[src/rtl/hack_prog_loader.sv]
// hack_prog_loader
//   Byte-stream program loader for the HACK computer. Receives framed program
//   images (SYNC, LEN_HI, LEN_LO, N x {hi, lo}, CHK), writes each assembled
//   16-bit word into instruction memory, and holds the CPU in reset until a
//   frame passes its XOR checksum.
// Ports
//   clock, reset_n        system clock, async active-low reset
//   rx_data/rx_valid      host byte stream; consumed on rx_valid & rx_ready
//   rx_ready              loader can take a byte this cycle
//   ins_memfull           instruction memory full; aborts the frame on a write
//   write_ins/addr_ins/dati_ins  one-cycle instruction-memory write port
//   cpu_reset_n           active-low CPU reset, released after a good frame
//   busy/done/err/err_code  frame progress and sticky result of the last frame
//                         (01 too long, 10 checksum, 11 memory full)
module hack_prog_loader #(
  parameter int unsigned ADDR_WIDTH = 15,
  parameter int unsigned MAX_WORDS  = 32768,
  parameter logic [7:0]  SYNC_BYTE  = 8'hA5
) (
  input  logic        clock,
  input  logic        reset_n,
  input  logic [7:0]  rx_data,
  input  logic        rx_valid,
  output logic        rx_ready,
  input  logic        ins_memfull,
  output logic        write_ins,
  output logic [15:0] addr_ins,
  output logic [15:0] dati_ins,
  output logic        cpu_reset_n,
  output logic        busy,
  output logic        done,
  output logic        err,
  output logic [1:0]  err_code
);

  // One extra index bit so that index+1 == MAX_WORDS is representable.
  localparam int unsigned IW = ADDR_WIDTH + 1;

  typedef enum logic [3:0] {
    S_IDLE, S_LEN_HI, S_LEN_LO, S_DAT_HI, S_DAT_LO, S_WRITE, S_CHK, S_DONE, S_ERR
  } state_e;

  // Reset synchronizer: assertion is immediate, release waits two edges.
  logic [1:0] rst_sync_q;
  logic       rst_n;

  always_ff @(posedge clock or negedge reset_n) begin
    if (!reset_n) rst_sync_q <= 2'b00;
    else          rst_sync_q <= {rst_sync_q[0], 1'b1};
  end
  assign rst_n = rst_sync_q[1];

  state_e          state_q, state_d;
  logic [15:0]     len_q, len_d;
  logic [IW-1:0]   idx_q, idx_d;
  logic [7:0]      hi_q, hi_d, lo_q, lo_d;
  logic [7:0]      chk_q, chk_d;
  logic            busy_q, busy_d, done_q, done_d, err_q, err_d, cpu_q, cpu_d;
  logic [1:0]      code_q, code_d;

  logic            acc;
  logic [15:0]     n_w;
  logic [IW-1:0]   idx_nxt;

  assign acc     = rx_valid & rx_ready;
  assign n_w     = {len_q[15:8], rx_data};
  assign idx_nxt = idx_q + 1'b1;

  always_ff @(posedge clock or negedge rst_n) begin
    if (!rst_n) begin
      state_q <= S_IDLE;
      len_q   <= '0;
      idx_q   <= '0;
      hi_q    <= '0;
      lo_q    <= '0;
      chk_q   <= '0;
      busy_q  <= 1'b0;
      done_q  <= 1'b0;
      err_q   <= 1'b0;
      cpu_q   <= 1'b0;
      code_q  <= 2'b00;
    end else begin
      state_q <= state_d;
      len_q   <= len_d;
      idx_q   <= idx_d;
      hi_q    <= hi_d;
      lo_q    <= lo_d;
      chk_q   <= chk_d;
      busy_q  <= busy_d;
      done_q  <= done_d;
      err_q   <= err_d;
      cpu_q   <= cpu_d;
      code_q  <= code_d;
    end
  end

  always_comb begin
    state_d   = state_q;
    len_d     = len_q;
    idx_d     = idx_q;
    hi_d      = hi_q;
    lo_d      = lo_q;
    chk_d     = chk_q;
    busy_d    = busy_q;
    done_d    = done_q;
    err_d     = err_q;
    cpu_d     = cpu_q;
    code_d    = code_q;
    rx_ready  = 1'b1;
    write_ins = 1'b0;

    // Every byte between SYNC and CHK feeds the checksum.
    if (acc && (state_q inside {S_LEN_HI, S_LEN_LO, S_DAT_HI, S_DAT_LO}))
      chk_d = chk_q ^ rx_data;

    case (state_q)
      S_IDLE: begin
        if (acc && rx_data == SYNC_BYTE) begin
          state_d = S_LEN_HI;
          done_d  = 1'b0;
          err_d   = 1'b0;
          code_d  = 2'b00;
          cpu_d   = 1'b0;
          busy_d  = 1'b1;
          idx_d   = '0;
          chk_d   = '0;
        end
      end
      S_LEN_HI: begin
        if (acc) begin
          len_d   = {rx_data, 8'h00};
          state_d = S_LEN_LO;
        end
      end
      S_LEN_LO: begin
        if (acc) begin
          len_d = n_w;
          if (32'(n_w) > MAX_WORDS) begin
            state_d = S_ERR;
            code_d  = 2'b01;
          end else if (n_w == 16'd0) begin
            state_d = S_CHK;
          end else begin
            state_d = S_DAT_HI;
          end
        end
      end
      S_DAT_HI: begin
        if (acc) begin
          hi_d    = rx_data;
          state_d = S_DAT_LO;
        end
      end
      S_DAT_LO: begin
        if (acc) begin
          lo_d    = rx_data;
          state_d = S_WRITE;
        end
      end
      S_WRITE: begin
        rx_ready = 1'b0;
        if (ins_memfull) begin
          state_d = S_ERR;
          code_d  = 2'b11;
        end else begin
          write_ins = 1'b1;
          idx_d     = idx_nxt;
          state_d   = (32'(idx_nxt) == 32'(len_q)) ? S_CHK : S_DAT_HI;
        end
      end
      S_CHK: begin
        if (acc) begin
          if (rx_data == chk_q) begin
            state_d = S_DONE;
          end else begin
            state_d = S_ERR;
            code_d  = 2'b10;
          end
        end
      end
      S_DONE: begin
        rx_ready = 1'b0;
        done_d   = 1'b1;
        cpu_d    = 1'b1;
        busy_d   = 1'b0;
        state_d  = S_IDLE;
      end
      S_ERR: begin
        rx_ready = 1'b0;
        err_d    = 1'b1;
        busy_d   = 1'b0;
        state_d  = S_IDLE;
      end
      default: state_d = S_IDLE;
    endcase
  end

  // Index < N <= MAX_WORDS during WRITE, so the top index bit is never
  // needed on the address bus.
  assign addr_ins    = 16'(idx_q[ADDR_WIDTH-1:0]);
  assign dati_ins    = {hi_q, lo_q};
  assign cpu_reset_n = cpu_q;
  assign busy        = busy_q;
  assign done        = done_q;
  assign err         = err_q;
  assign err_code    = code_q;

endmodule
[config.mk]
export PLATFORM = sky130hd
export DESIGN_NAME = hack_prog_loader
export DESIGN_NICKNAME = d
export VERILOG_FILES = /design/src/rtl/hack_prog_loader.sv
export SDC_FILE = /design/constraint.sdc
export NUM_CORES = 1
export LEC_CHECK = 0
export CAP_MARGIN = 40
export CORE_AREA = 2 2 79 119
export CTS_CLUSTER_SIZE = 16
export DETAILED_ROUTE_END_ITERATION = 7
export DIE_AREA = 0 0 81 121
export DONT_BUFFER_PORTS = 1
export PLACE_DENSITY = 0.7
export SYNTH_ARGS = -nofsm -noshare
export SYNTH_HDL_FRONTEND = slang
export SYNTH_SLANG_ARGS = --single-unit
[constraint.sdc]
create_clock -name clock -period 2 [get_ports clock]
set_input_delay 0.4 -clock clock [delete_from_list [all_inputs] [get_ports clock]]
set_output_delay 0.4 -clock clock [all_outputs]
set_load 0.05 [all_outputs]
==> results.yml <==
outcome:
  status: "complete, but fails checks"
  violations: "setup timing"
placement:
  dpl.hpwl_um: 7618
  port_buffers: 0
  place_area_um2: 4448
  gp_congestion: 0.9586
sta:
  grt_setup_unrepaired: "true"
  finalCritPeriodShare_pct: 104.7
  setup_ws_ns: -0.09415
  hold_viol: 0
  holdWs_ns: 0.1861
  finalClockSkew_ns: 0.004518
  clock.fmax_mhz: 477.5
  tns_ns: -0.9136
  setup_viol: 19
  timing.final.crit_period_ns: 2.094
  report.final.slew_viol_count: 0
setup_path:
  critPathLaunch: "state_q[2]$_DFFE_PN0P_"
  arrival_ns: 2.31
  regToRegEndpoint: "idx_q[3]$_DFFE_PN0P_"
  crit_type: "reg -> reg"
  crit_path_end: "idx_q[3]$_DFFE_PN0P_"
  end_kind: "flip-flop"
  ff2ff_setup_slack_ns: -0.09
  r2r_start: "state_q[2]$_DFFE_PN0P_"
  cp.required_ns: 2.22
  crit_fanout: 8
  r2r_cells: 6
  start_kind: "flip-flop"
power_and_ir_drop:
  power_frac_clock_pct: 20.4
  power_frac_seq_pct: 38.5
  p_int_mw: 4.246
  p_sw_mw: 3.420
  p_leak_nw: 2.213
  ir_drop_uv: 1047
  swShare_pct: 44.61
  p_per_area_nw_per_um2: 1534
  combPwrFrac_pct: 41.1
  total_power_mw: 7.665
floorplanning:
  core_um2: 8723
  die_w_um: 81
  rows: 42
  start_util_pct: 44.02
  fp.dieH_um: 121
  fp.dieArea_um2: 9801
  top_level_ports: 52
routing:
  first_iter_violations: 208
  final_antenna_net_count: 0
  viasPerCell: 5.818
  num_vias: 3450
  detail_route.wl_per_cell_um: 18.57
  remaining_drc_errors: 0
  routed_wl_um: 11010
  firstDrtPassIters: 5
yosys:
  synth_top_family_by_area: "simple AND/OR/NAND/NOR gates"
  synth_compound_area_share_pct: 15.74
  synth_common_cells: "dfrtp_1, nand2_1, nor2_1"
  syn_area_um2: 3840
  yosys.area_share.xor_xnor_pct: 7.755
  avgSynthCellArea_um2: 9.035
  synthArstFlopShare_pct: 100.0
  synthAdderAreaFrac_pct: 0.3258
  syn_nets: 438
  seq_area_frac_synth_pct: 43.66
  synth_edf_count: 0
  synthMuxAreaShare_pct: 5.800
  ys_warn_count: 0
  synth_simple_gate_area_share_pct: 19.39
  yosys_most_used_dff: "dfrtp_1"
  synthTopCellsByArea: "dfrtp_1, nand2_1, xor2_1, mux2_2, o21ai_0"
  ys_ff_latch: 67
  netlist_instances: 425
  yosysTopAreaCell: "dfrtp_1"
  yosysMostFrequentCell: "dfrtp_1"
  ys_types: 53
  synth.top_cell.area_share_pct: 43.66
final_layout:
  fin_nets: 491
  fillers: 761
  final_util_pct: 57.30
  n_antenna_cell: 0
  syn_to_final_growth_pct: 30.17
  drive_gt1_share_pct: 34.37
  final_area_um2: 4999
global_routing:
  antenna_found_initial: 0
  grt_pass1_vias: 3574
  grt_use_total_pct: 24.01
  grt_pass1_wl_um: 17900
  grt_max_degree: 48
  gr-total-overflow: 0
hold_path:
  hold_path_class: "in -> reg"
clocking:
  ctsHtreeMaxLevel: 3
  cts_root_buffer: "clkbuf_16"
  clkSinkCount: 67
  cts_tree: "built"
  cts_buffer_depth: 2
  clkTransAtPathRegs_ns: 0.06
  clk_latency_ns: 0.34
  numCtsBuffers: 9
flow_run:
  cap_violations: 0
==> registers in the layout, indices dropped and copies added, names as in the netlist, 2 cells and up <==
name        cells
chk_q           8
lo_q            8
hi_q            8
err_code        2
state_q         4
idx_q          16
len_q          16
rst_sync_q      2
==> worst min-delay path by stage <==
stage	startpoint	to	slack, ns	depth (start not counted)
finish	rx_data[2]	len_q[2]$_DFFE_PN0P_	0.19	2
global route	rx_data[6]	len_q[6]$_DFFE_PN0P_	0.19	2
CTS	rx_data[7]	len_q[7]$_DFFE_PN0P_	0.18	2
detailed placement	reset_n	rst_sync_q[1]$_DFF_PN0_	0.10	0
global placement	reset_n	rst_sync_q[1]$_DFF_PN0_	0.10	0
floorplan	reset_n	rst_sync_q[0]$_DFF_PN0_	0.10	0
==> layout make-up <==
cell class / count / area, µm² / area share, %
clock buffers: 12 / 236.5 / 4.731
inverters: 10 / 42.54 / 0.8511
well taps: 110 / 137.6 / 2.753
repair buffers: 82 / 670.6 / 13.42
multi-input cells: 308 / 2178 / 43.58
flip-flops and latches: 67 / 1682 / 33.64
clock inverters: 4 / 51.30 / 1.026
==> power groups by stage <==
stage | Combinational (mW) | Clock [mW] | Sequential, mW
after global placement | 2.76 | 0 | 2.93
after CTS | 3.00 | 1.57 | 2.95
final | 3.15 | 1.56 | 2.95
after detailed placement | 2.85 | 0 | 2.97
after floorplan | 1.98 | 0 | 2.91
after global routing | 3.43 | 1.64 | 3.01
==> critical path, cell delays in order, from the launching register on <==
cell and delay (ns):
dfrtp_1 0.40, nor2b_4 0.14, a221o_1 0.36, or3_4 0.39, a211o_4 0.44, o21ai_2 0.16, o31ai_1 0.09
==> cells in the final DEF (no fill, tap or decap), types with 3 or more instances in the layout <==
cell and n:
nor3_1 4, clkbuf_1 3, buf_12 3, mux2_2 18, and4_4 3, o21ai_0 20, o21ai_1 5, nand2_1 64
nor4_1 5, buf_4 75, inv_1 7, a31oi_1 3, o31ai_1 8, dfrtp_1 63, nand3_1 12, nand4_1 7
a22o_1 3, dfrtp_2 4, o21ai_2 12, xor2_1 27, and3_1 6, xnor2_1 5, nor2_1 28, clkbuf_16 9
a21oi_1 9
==> metrics by stage <==
stage               setup slack (ns)  std cells
floorplan                    -0.1556        425
global placement             -0.1965        572
detailed placement           -0.2233        572
CTS                          -0.1846        591
global route                 -0.2010        593
finish                      -0.09415        593
==> kinds of logic after synthesis <==
kind of cell               Yosys count
xor gates and xnor gates            34
DFF                                 67
buffers and inverters               51
muxes                               20
AOI/OAI and AO/OA                   93
other                                2
and+or+nand+nor                    157
adders and majority gates            1
==> per-layer routing <==
metal,vias up,routed length [µm],track usage (%)
met1,1687,4007,26.06
met3,37,549,5.357
met5,-,0,0
met4,0,480,13.24
li1,1600,-,-
met2,126,5975,42.15
==> repair_timing <==
action	in CTS	in global routing
setup buffers	1	2
pin swaps	8	17
resized for setup	23	30
endpoints found under the hold margin	2	0
hold buffers	1	0
cloned	1	0
endpoints found under the setup margin	20	21
(Power assumes the default switching activity.)
